--- src/rtl/serial_pkg.sv ---
// Shared types and default constants for the dice roller's serial receive path.
package serial_pkg;

  typedef enum logic [1:0] {
    IDLE  = 2'd0,
    START = 2'd1,
    DATA  = 2'd2,
    STOP  = 2'd3
  } rx_state_e;

  localparam int CYCLES_PER_BIT_DEF = 10;
  localparam int DATA_BITS_DEF      = 7;

endpackage

--- src/rtl/rx_shift_reg.sv ---
// Receive shift register: each strobe shifts the sampled bit in at the MSB, so an
// LSB-first frame ends up right-aligned after DATA_BITS strobes.
module rx_shift_reg
  import serial_pkg::*;
#(
  parameter int DATA_BITS = DATA_BITS_DEF
) (
  input  logic                 clk,
  input  logic                 reset,
  input  logic                 clear_i,
  input  logic                 shift_i,
  input  logic                 bit_i,
  output logic [DATA_BITS-1:0] word_o
);

  logic [DATA_BITS-1:0] word_q;

  // NOTE: flops use non-blocking assignments so every register samples pre-edge values.
  always_ff @(posedge clk or posedge reset) begin
    if (reset) begin
      word_q <= '0;
    end else if (clear_i) begin
      word_q <= '0;
    end else if (shift_i) begin
      word_q <= {bit_i, word_q[DATA_BITS-1:1]};
    end
  end

  assign word_o = word_q;

endmodule

--- src/rtl/serial_rx_ctrl.sv ---
// Serial receive controller: synchronizer, start/data/stop FSM with mid-bit sampling,
// and a valid/ready output register that flags framing errors and overruns.
module serial_rx_ctrl
  import serial_pkg::*;
#(
  parameter int CYCLES_PER_BIT = CYCLES_PER_BIT_DEF,
  parameter int DATA_BITS      = DATA_BITS_DEF
) (
  input  logic                 clk,
  input  logic                 reset,
  input  logic                 i_rx,
  input  logic                 i_ready,
  output logic [DATA_BITS-1:0] o_data,
  output logic                 o_valid,
  output logic                 o_busy,
  output logic                 o_frame_err,
  output logic                 o_overrun
);

  localparam int CNT_W = $clog2(CYCLES_PER_BIT);
  localparam int BIT_W = $clog2(DATA_BITS + 1);
  localparam logic [CNT_W-1:0] HALF_LAST = CNT_W'(CYCLES_PER_BIT / 2 - 1);
  localparam logic [CNT_W-1:0] BIT_LAST  = CNT_W'(CYCLES_PER_BIT - 1);
  localparam logic [BIT_W-1:0] LAST_BIT  = BIT_W'(DATA_BITS - 1);

  rx_state_e            state_q;
  logic [CNT_W-1:0]     cnt_q;
  logic [BIT_W-1:0]     bit_cnt_q;
  logic                 rx_meta_q, rx_s_q, rx_d_q;
  logic                 busy_q, valid_q, frame_err_q, overrun_q;
  logic [DATA_BITS-1:0] data_q;
  logic [DATA_BITS-1:0] word;
  logic                 shift_en, shift_clr;

  // The line idles high, so the synchronizer resets to 1 to avoid a phantom start edge.
  always_ff @(posedge clk or posedge reset) begin
    if (reset) begin
      rx_meta_q <= 1'b1;
      rx_s_q    <= 1'b1;
      rx_d_q    <= 1'b1;
    end else begin
      rx_meta_q <= i_rx;
      rx_s_q    <= rx_meta_q;
      rx_d_q    <= rx_s_q;
    end
  end

  assign shift_en  = (state_q == DATA)  && (cnt_q == BIT_LAST);
  assign shift_clr = (state_q == START) && (cnt_q == HALF_LAST) && !rx_s_q;

  rx_shift_reg #(.DATA_BITS(DATA_BITS)) u_shift (
    .clk    (clk),
    .reset  (reset),
    .clear_i(shift_clr),
    .shift_i(shift_en),
    .bit_i  (rx_s_q),
    .word_o (word)
  );

  always_ff @(posedge clk or posedge reset) begin
    if (reset) begin
      state_q     <= IDLE;
      cnt_q       <= '0;
      bit_cnt_q   <= '0;
      busy_q      <= 1'b0;
      data_q      <= '0;
      valid_q     <= 1'b0;
      frame_err_q <= 1'b0;
      overrun_q   <= 1'b0;
    end else begin
      frame_err_q <= 1'b0;
      overrun_q   <= 1'b0;
      // A load later in this block overrides the consume-clear when both happen at once.
      if (valid_q && i_ready) valid_q <= 1'b0;

      case (state_q)
        IDLE: begin
          if (rx_d_q && !rx_s_q) begin
            state_q <= START;
            cnt_q   <= '0;
            busy_q  <= 1'b1;
          end
        end
        START: begin
          if (cnt_q == HALF_LAST) begin
            cnt_q     <= '0;
            bit_cnt_q <= '0;
            if (!rx_s_q) begin
              state_q <= DATA;
            end else begin
              state_q <= IDLE;
              busy_q  <= 1'b0;
            end
          end else begin
            cnt_q <= cnt_q + 1'b1;
          end
        end
        DATA: begin
          if (cnt_q == BIT_LAST) begin
            cnt_q     <= '0;
            bit_cnt_q <= bit_cnt_q + 1'b1;
            if (bit_cnt_q == LAST_BIT) state_q <= STOP;
          end else begin
            cnt_q <= cnt_q + 1'b1;
          end
        end
        STOP: begin
          if (cnt_q == BIT_LAST) begin
            cnt_q   <= '0;
            state_q <= IDLE;
            busy_q  <= 1'b0;
            if (!rx_s_q) begin
              frame_err_q <= 1'b1;
            end else if (!valid_q || i_ready) begin
              data_q  <= word;
              valid_q <= 1'b1;
            end else begin
              overrun_q <= 1'b1;
            end
          end else begin
            cnt_q <= cnt_q + 1'b1;
          end
        end
        default: state_q <= IDLE;
      endcase
    end
  end

  assign o_data      = data_q;
  assign o_valid     = valid_q;
  assign o_busy      = busy_q;
  assign o_frame_err = frame_err_q;
  assign o_overrun   = overrun_q;

endmodule

--- config.mk ---
export PLATFORM = sky130hd
export DESIGN_NAME = serial_rx_ctrl
export DESIGN_NICKNAME = d
export VERILOG_FILES = /design/src/rtl/serial_pkg.sv /design/src/rtl/rx_shift_reg.sv /design/src/rtl/serial_rx_ctrl.sv
export SDC_FILE = /design/constraint.sdc
export NUM_CORES = 1
export LEC_CHECK = 0
export ABC_AREA = 1
export CAP_MARGIN = 20
export CORE_ASPECT_RATIO = 1.4
export CORE_MARGIN = 2
export CORE_UTILIZATION = 40
export CTS_CLUSTER_DIAMETER = 40
export DETAILED_ROUTE_END_ITERATION = 10
export HOLD_SLACK_MARGIN = 0.02
export PLACE_DENSITY = 0.7
export SLEW_MARGIN = 20
export SYNTH_ARGS = -nofsm -noshare
export SYNTH_HDL_FRONTEND = slang
export SYNTH_SLANG_ARGS = --single-unit
--- constraint.sdc ---
create_clock -name clk -period 2 [get_ports clk]
set_clock_uncertainty 0.15 [all_clocks]
set_input_delay 0.4 -clock clk [delete_from_list [all_inputs] [get_ports clk]]
set_output_delay 0.4 -clock clk [all_outputs]
set_load 0.1 [all_outputs]
Yosys cells after proc, flatten, opt, wreduce, memory -nomap -nowiden:

Cells that the tools add are included.

* word-level logic and storage cells: 76
* bits of input ports: 4
* bits in registers: 30

* equality and inequality tests: 12
* add/subtract/negate cells: 2
* multiplexer cells: 33
* reduce and logical (&&, ||, !) cells: 17

Operator list (count)
* $mux W1: 16
* $mux W7: 2
* $mux W2: 6
* $mux W4: 3
* $pmux W4 S3: 1
* $reduce_and A5 Y1: 2
* $pmux W2 S4: 1
* $mux W3: 2
* $ne A2 B1 Y1 const B: 3
* $ne A2 B2 Y1 const B: 3
* $pmux W3 S2: 1
* $logic_and A1 B1 Y1: 5
* $add A4 B1 Y4 const B: 1
* $eq A2 B2 Y1 const B: 2
* $eq A4 B3 Y1 const B: 1
* $eq A4 B4 Y1 const B: 1
* $reduce_and A4 Y1: 1
* $reduce_bool A2 Y1: 2
* $add A3 B1 Y3 const B: 1
* $eq A3 B3 Y1 const B: 1
* $pmux W1 S3: 1
* $reduce_and A3 Y1: 1
* $reduce_bool A3 Y1: 1
* $eq A2 B1 Y1 const B: 1
* other kinds (4): 5

Depth between registers and ports, before layout:

Gate-level depths: netlist of the first run.

* depth in word-level cells: 6
* gate-level depth with buffers: 10
* gate-level depth less buffers: 10

Modules after synthesis:

Synthesis of the first run repeated with hierarchy kept, for this count alone.

* cell total of the unflattened synthesis: 157
* area, all modules: 1392.6 um2

By module, submodules not included
* serial_rx_ctrl: seq. area each 579.3 um2, area each 1091.0 um2, cells each 125, times used 1
* rx_shift_reg: seq. area each 175.2 um2, area each 301.5 um2, cells each 32, times used 1

Worst setup path before layout of the first run:

Ideal clock, no wire load.

* path kind: reg-to-reg
* from: register valid_q, in the netlist o_valid
* to: register data_q[1], in the netlist o_data[1]
* buffers on the path: 1
* stages on the path, launching flop included: 6
* arrival time: 1529 ps
* data required time: 1774 ps
* library setup time: 76 ps
* setup slack: 245 ps
* path through: dfrtp_1 -> nand2_1 -> nand2_2 -> buf_6 -> nand2_1 -> o21ai_1

* word-level cells in the longest chain between the ends: 3

Ends and longest elaborated chain
* from (decl): line serial_rx_ctrl.sv:30 `logic busy_q, valid_q, frame_err_q, overrun_q;`
* from (signal assigned): line serial_rx_ctrl.sv:67 `valid_q <= 1'b0;`
* from (signal assigned): line serial_rx_ctrl.sv:74 `if (valid_q && i_ready) valid_q <= 1'b0;`
* from (signal assigned): line serial_rx_ctrl.sv:116 `valid_q <= 1'b1;`
* $logic_not A1 Y1: line serial_rx_ctrl.sv:114 `end else if (!valid_q || i_ready) begin`
* $logic_or A1 B1 Y1: line serial_rx_ctrl.sv:114
* $reduce_and A4 Y1 (no source line)
* to (signal assigned): line serial_rx_ctrl.sv:115 `data_q <= word;`
* to (decl): line serial_rx_ctrl.sv:31 `logic [DATA_BITS-1:0] data_q;`

Every way passes these cells.
A chain may end at the register's enable or synchronous reset.

Worst setup path after layout of the first run:

* from: register cnt_q[1]
* to: register bit_cnt_q[2]

* word-level cells in the longest chain between the ends: 3
* elaborated cells on any way between the ends: 5
* those cells by class: eq/ne (4); reduce/logical (1)

Ends and longest elaborated chain
* from (decl): line serial_rx_ctrl.sv:27 `logic [CNT_W-1:0] cnt_q;`
* from (signal assigned): line serial_rx_ctrl.sv:95 `cnt_q <= cnt_q + 1'b1;`
* from (signal assigned): line serial_rx_ctrl.sv:104 `cnt_q <= cnt_q + 1'b1;`
* from (signal assigned): line serial_rx_ctrl.sv:121 `cnt_q <= cnt_q + 1'b1;`
* $eq A4 B3 Y1 or $eq A4 B4 Y1 (tied branches): line serial_rx_ctrl.sv:85, serial_rx_ctrl.sv:99
* $ne A2 B1 Y1 (no source line)
* $reduce_and A3 Y1 (no source line) (*)
* to (signal assigned): line serial_rx_ctrl.sv:101 `bit_cnt_q <= bit_cnt_q + 1'b1;`
* to (decl): line serial_rx_ctrl.sv:28 `logic [BIT_W-1:0] bit_cnt_q;`

Every way passes the cells marked *; elsewhere a longest branch is shown, timed or not.

==> impl_metrics.env, run 1 <==
export IMPL_diodes=0
export IMPL_place_ws_ns=0.230
export IMPL_num_vias=1007
export IMPL_vdd_ir_drop_max_v=0.000903
export IMPL_cts_buffer_depth=2
export IMPL_final_nets=171
export IMPL_synthCells=142
export IMPL_antenna_found_initial=0
export IMPL_ff2ff_path_depth=8
export IMPL_stdcell_count=202
export IMPL_die_h_um=71.7
export IMPL_rows=24
export IMPL_ys_seq_area_frac=0.576
export IMPL_syn_mean_instance_area_um2=9.22
export IMPL_outcome="complete, no violations"
export IMPL_place_area_um2=1610
export IMPL_first_pass_iters=4
export IMPL_clock_sinks=30
export IMPL_end_kind="register"
export IMPL_io_buffers=14
export IMPL_cts_clk_slew_worst_paths_ns=0.07
export IMPL_hold_viol_final=0
export IMPL_tightest_slew_ns=0.484
export IMPL_cts_setup_buffers=0
export IMPL_drt_initial_drc_count=30
export IMPL_rsz0062_at_grt="false"
export IMPL_slew_viol_final=0
export IMPL_finalCritPeriodShare=0.902
export IMPL_ys_seq_elements=30
export IMPL_synth_distinct_cells=18
export IMPL_syn_to_final_growth_pct=31.3
export IMPL_grt_max_degree=21
export IMPL_ioPinCount=15
export IMPL_place_inst=194
export IMPL_cts_hold_buf=0
export IMPL_total_power_mw=1.83
export IMPL_post_route_util=0.550
export IMPL_reg2reg_setup_slack_ns=0.20
export IMPL_post_cts_resized=0
export IMPL_power_density_nw_per_um2=1070
export IMPL_place_hpwl_um=1830
export IMPL_critPathKind="register to register"
export IMPL_crit_path_start="cnt_q[1]$_DFFE_PP0P_"
export IMPL_grt_pass1_wl_um=4690
export IMPL_setup_viol=0
export IMPL_cap_violations=0
export IMPL_fin_crit_ns=1.80
export IMPL_arrival_ns=1.89
export IMPL_syn_nets=151
export IMPL_drc_errors=0
export IMPL_max_freq_mhz=554
export IMPL_endpoint="bit_cnt_q[2]$_DFFE_PP0P_"
export IMPL_synthTopCellsByArea="dfrtp_1, nand2_1, inv_1"
export IMPL_synth_top_area_share=0.516
export IMPL_netlist_top_cell_by_area="dfrtp_1"
export IMPL_clockRootBuffer="clkbuf_8"
export IMPL_routabilityCongestion=0.890
export IMPL_netlist_area_um2=1310
export IMPL_r2r_end="bit_cnt_q[2]$_DFFE_PP0P_"
export IMPL_insertion_delay_ns=0.29
export IMPL_via_per_inst=4.99
export IMPL_worst_slack_ns=0.196
export IMPL_core_um2=3120
export IMPL_finalSetupTns_ns=0
export IMPL_dieArea_um2=3750
export IMPL_fp_dieW_um=52.3
export IMPL_grt_use_total=0.172
export IMPL_wl_um=2550
export IMPL_numCtsBuffers=5
export IMPL_wl_per_cell_um=12.6
export IMPL_r2r_start="cnt_q[1]$_DFFE_PP0P_"
export IMPL_hold_path_class="register to register"
export IMPL_slew_limit_headroom=0.674
export IMPL_drive_gt1_frac=0.160
export IMPL_cts_tree="yes"
export IMPL_grt_remaining_overflow=0
export IMPL_p_leak_nw=0.840
export IMPL_yosys_warnings=0
export IMPL_final_common_cell="nand2_1"
export IMPL_initial_core_util=0.419
export IMPL_hold_ws_ns=0.208
export IMPL_drtAntennaViolNets=0
export IMPL_htreeDepth=2
export IMPL_layout_common_cells="nand2_1, dfrtp_1, inv_1, buf_12, nand3_1"
export IMPL_cp_max_fo=11
export IMPL_fin_area_um2=1720
export IMPL_cp_start_kind="register"
export IMPL_grt_pass1_vias=1129
export IMPL_crit_required_ns=2.08
[flip-flops by register name (all words and copies together), names as in the netlist, named ones only]
| signal | count |
|---|---|
| state_q | 1 |
| cnt_q | 4 |
| o_valid | 1 |
| o_busy | 1 |
| rx_s_q | 1 |
| u_shift.word_o | 7 |
| rx_d_q | 1 |
| o_frame_err | 1 |
| rx_meta_q | 1 |
| bit_cnt_q | 3 |
| o_overrun | 1 |
| o_data | 7 |
[worst min path at each step]
stage | start | to | slack [ns] | cells past startpoint
2_1_floorplan | rx_meta_q$_DFF_PP1_ | rx_s_q$_DFF_PP1_ | 0.20 | 0
3_3_place_gp | rx_meta_q$_DFF_PP1_ | rx_s_q$_DFF_PP1_ | 0.20 | 0
3_5_place_dp | rx_meta_q$_DFF_PP1_ | rx_s_q$_DFF_PP1_ | 0.20 | 0
4_1_cts | rx_meta_q$_DFF_PP1_ | rx_s_q$_DFF_PP1_ | 0.21 | 0
5_1_grt | rx_meta_q$_DFF_PP1_ | rx_s_q$_DFF_PP1_ | 0.21 | 0
6_report | rx_meta_q$_DFF_PP1_ | rx_s_q$_DFF_PP1_ | 0.21 | 0
[cell families (layout without fill, tap and decap cells)]
| kind of cell | after synthesis | after routing | synth area share |
|---|---|---|---|
| AOI/OAI and AO/OA | 23 | 23 | 0.0956 |
| buffers and inverters | 25 | 46 | 0.0803 |
| adders and majority gates | 5 | 5 | 0.0478 |
| DFF | 30 | 30 | 0.576 |
| and+or+nand+nor | 56 | 56 | 0.180 |
| xor gates and xnor gates | 3 | 3 | 0.0201 |
[power breakdown]
part | total (mW) | switching [mW] | internal (mW)
sequential | 0.740 | 0.0647 | 0.675
combinational | 0.486 | 0.323 | 0.163
clock | 0.605 | 0.239 | 0.366
[metal layers]
layer,track usage,wire length [um],part of all wire,vias to the layer above
li1,-,-,-,491
met1,0.179,982,0.39,476
met2,0.272,1360,0.53,32
met3,0.0708,145,0.057,8
met4,0.125,62,0.024,0
met5,0,0,0,-
[worst max-delay path: stages (launching register included)]
cell     delay (ns)
dfrtp_1        0.40
inv_1          0.10
ha_1           0.17
nand2_1        0.05
nor2_1         0.19
nand2_1        0.28
nand2_1        0.23
nand3_1        0.10
nand2_1        0.07
[cells in the mapped netlist]
cell,number
nor3_1,1
xor2_1,3
o21ai_1,7
o22ai_1,6
ha_1,5
nand2_1,35
nand2_2,2
nand3_1,10
dfstp_2,3
buf_6,1
inv_1,23
a21oi_1,1
buf_4,1
dfrtp_1,27
a22oi_1,1
nor3_2,1
o21ai_0,8
nor2_1,7
[layout make-up]
cell class | count | area, um^2
clock buffer | 5 | 68.8
clock inverter | 3 | 40.0
fill | 268 | 1410
inverter | 23 | 86.3
multi-input combinational | 87 | 449
sequential | 30 | 754
tap | 39 | 48.8
timing repair buffer | 15 | 270
Note: power is estimated with default switching activity, not from simulation.
==> run 2, diff against run 1 <==
--- a/config.mk
+++ b/config.mk
@@ -13,8 +13,7 @@
 export CTS_CLUSTER_DIAMETER = 40
 export DETAILED_ROUTE_END_ITERATION = 10
 export HOLD_SLACK_MARGIN = 0.02
-export PLACE_DENSITY = 0.7
-export SLEW_MARGIN = 20
+export PLACE_DENSITY = 0.72
 export SYNTH_ARGS = -nofsm -noshare
 export SYNTH_HDL_FRONTEND = slang
 export SYNTH_SLANG_ARGS = --single-unit
==> constraint.sdc (replaced) <==
create_clock -name clk -period 1.5 [get_ports clk]
set_clock_uncertainty 0.15 [all_clocks]
set_input_delay 0.3 -clock clk [delete_from_list [all_inputs] [get_ports clk]]
set_output_delay 0.3 -clock clk [all_outputs]
set_load 0.1 [all_outputs]
==> impl_metrics.env, run 2 (synthesized netlist as in run 1, its figures left out) <==
export IMPL_outcome="finished, violations left"
export IMPL_violations="setup timing"
export IMPL_cts_buffer_depth=2
export IMPL_place_ws_ns=-0.117
export IMPL_p_int_mw=1.61
export IMPL_rows=24
export IMPL_place_area_um2=1700
export IMPL_die_h_um=71.7
export IMPL_cap_violations=0
export IMPL_grt_remaining_overflow=0
export IMPL_wl_per_cell_um=13.4
export IMPL_drc_errors=0
export IMPL_max_freq_mhz=656
export IMPL_insertion_delay_ns=0.29
export IMPL_crit_required_ns=1.51
export IMPL_numCtsBuffers=5
export IMPL_num_vias=1066
export IMPL_first_pass_iters=7
export IMPL_wl_um=2890
export IMPL_slew_limit_headroom=0.774
export IMPL_hold_viol_final=0
export IMPL_grt_pass1_wl_um=5050
export IMPL_clock_sinks=30
export IMPL_sw_frac_of_total=0.360
export IMPL_cts_hold_buf=0
export IMPL_final_common_cell="nand2_1"
export IMPL_grt_use_total=0.185
export IMPL_drtAntennaViolNets=0
export IMPL_clockRootBuffer="clkbuf_8"
export IMPL_antenna_found_initial=0
export IMPL_finalCritPeriodShare=1.02
export IMPL_fin_area_um2=1910
export IMPL_final_nets=184
export IMPL_drt_initial_drc_count=20
export IMPL_stdcell_count=215
export IMPL_tightest_slew_ns=0.336
export IMPL_core_um2=3120
export IMPL_hold_ws_ns=0.164
export IMPL_via_per_inst=4.96
export IMPL_cts_clk_slew_worst_paths_ns=0.05
export IMPL_rsz0062_at_grt="true"
export IMPL_diodes=0
export IMPL_arrival_ns=1.54
export IMPL_p_clk_frac=0.260
export IMPL_place_inst=205
export IMPL_slew_viol_final=0
export IMPL_setup_viol=8
export IMPL_comb_power_share=0.338
export IMPL_critPathKind="register to register"
export IMPL_power_density_nw_per_um2=1320
export IMPL_cp_start_kind="register"
export IMPL_hold_path_class="input port to asynchronous set/reset pin"
export IMPL_ioPinCount=15
export IMPL_grt_pass1_vias=1183
export IMPL_drive_gt1_frac=0.347
export IMPL_finalSetupTns_ns=-0.0926
export IMPL_cp_max_fo=4
export IMPL_syn_to_final_growth_pct=45.6
export IMPL_worst_slack_ns=-0.0246
export IMPL_dieArea_um2=3750
export IMPL_end_kind="register"
export IMPL_grt_max_degree=23
export IMPL_p_switching_mw=0.907
export IMPL_layout_common_cells="nand2_1, dfrtp_1, inv_1, buf_12, buf_4"
export IMPL_pwr_share_seq=0.402
export IMPL_cts_tree="yes"
export IMPL_fp_dieW_um=52.3
export IMPL_p_leak_nw=0.908
export IMPL_fin_crit_ns=1.52
export IMPL_initial_core_util=0.419
export IMPL_vdd_ir_drop_max_v=0.000979
export IMPL_htreeDepth=2
export IMPL_routabilityCongestion=0.788
export IMPL_place_hpwl_um=2020
export IMPL_io_buffers=14
-- run 2: cell count changes in the layout (fill, tap and decap cells not counted), moves of 3 or more --
cell	previous run	this run
buf_4	0	11
nand2_1	35	27
nand2_2	2	8
inv_1	23	20
inv_2	0	3
o21ai_0	8	5
o22ai_1	6	3
o22ai_2	0	3
-- run 2: worst paths after layout --
check                           slack (ns)                    to            startpoint  cells after the start
worst max register to register       -0.02    o_busy$_DFFE_PP0P_  cnt_q[0]$_DFFE_PP0P_                      8
worst min register to register        0.21      rx_s_q$_DFF_PP1_   rx_meta_q$_DFF_PP1_                      0
worst min-delay path                  0.16  cnt_q[2]$_DFFE_PP0P_                 reset                      3
worst max-delay path                 -0.02    o_busy$_DFFE_PP0P_  cnt_q[0]$_DFFE_PP0P_                      8
min in group clk                      0.21      rx_s_q$_DFF_PP1_   rx_meta_q$_DFF_PP1_                      0
max in group asynchronous             0.74     o_valid$_DFF_PP0_                 reset                      3
-- run 2: power by group through the flow --
stage | sequential (mW) | combinational [mW] | clock, mW
after detailed placement | 1.01 | 0.772 | 0
after global routing | 1.02 | 0.941 | 0.710
after global placement | 1.00 | 0.732 | 0
final | 1.01 | 0.851 | 0.655
after floorplan | 1.09 | 0.388 | 0
after CTS | 1.01 | 0.813 | 0.671
-- run 2: timing repair --
item / 4_1_cts / 5_1_grt
pin swaps: 3 / 3
setup endpoints to repair: 21 / 24
gates resized for setup: 14 / 17
buffers inserted: 1 / 1
endpoints found under the hold margin: 0 / 0
cloned: 1 / 0
-- run 2: metrics by stage --
stage / util / total power, mW
final: 0.610 / 2.52
after global routing: 0.610 / 2.67
after CTS: 0.587 / 2.49
after detailed placement: 0.544 / 1.78
after global placement: 0.544 / 1.73
after floorplan: - / 1.47
-- run 2: critical path, cell delays in order, from the launching register on --
cell and delay [ns]:
dfrtp_2 0.44, inv_2 0.07, ha_1 0.17, nand3_2 0.10, nand2_2 0.08, buf_4 0.11, nand2_1 0.06, o21ai_1 0.14
nand2_1 0.08
-- run 2: metal layers --
| layer | track usage | vias up | share of wire |
|---|---|---|---|
| li1 | - | 515 | - |
| met1 | 0.185 | 514 | 0.35 |
| met2 | 0.329 | 28 | 0.58 |
| met3 | 0.0583 | 9 | 0.039 |
| met4 | 0.0997 | 0 | 0.028 |
| met5 | 0 | - | 0 |
-- run 2: layout make-up --
cell class              count  area (um^2)
well taps                  39         48.8
inverters                  23         86.3
repair buffers             27          355
flip-flops and latches     30          757
clock buffers               7         86.3
multi-input cells          88          567
clock inverters             1         5.00
fillers                   258         1220
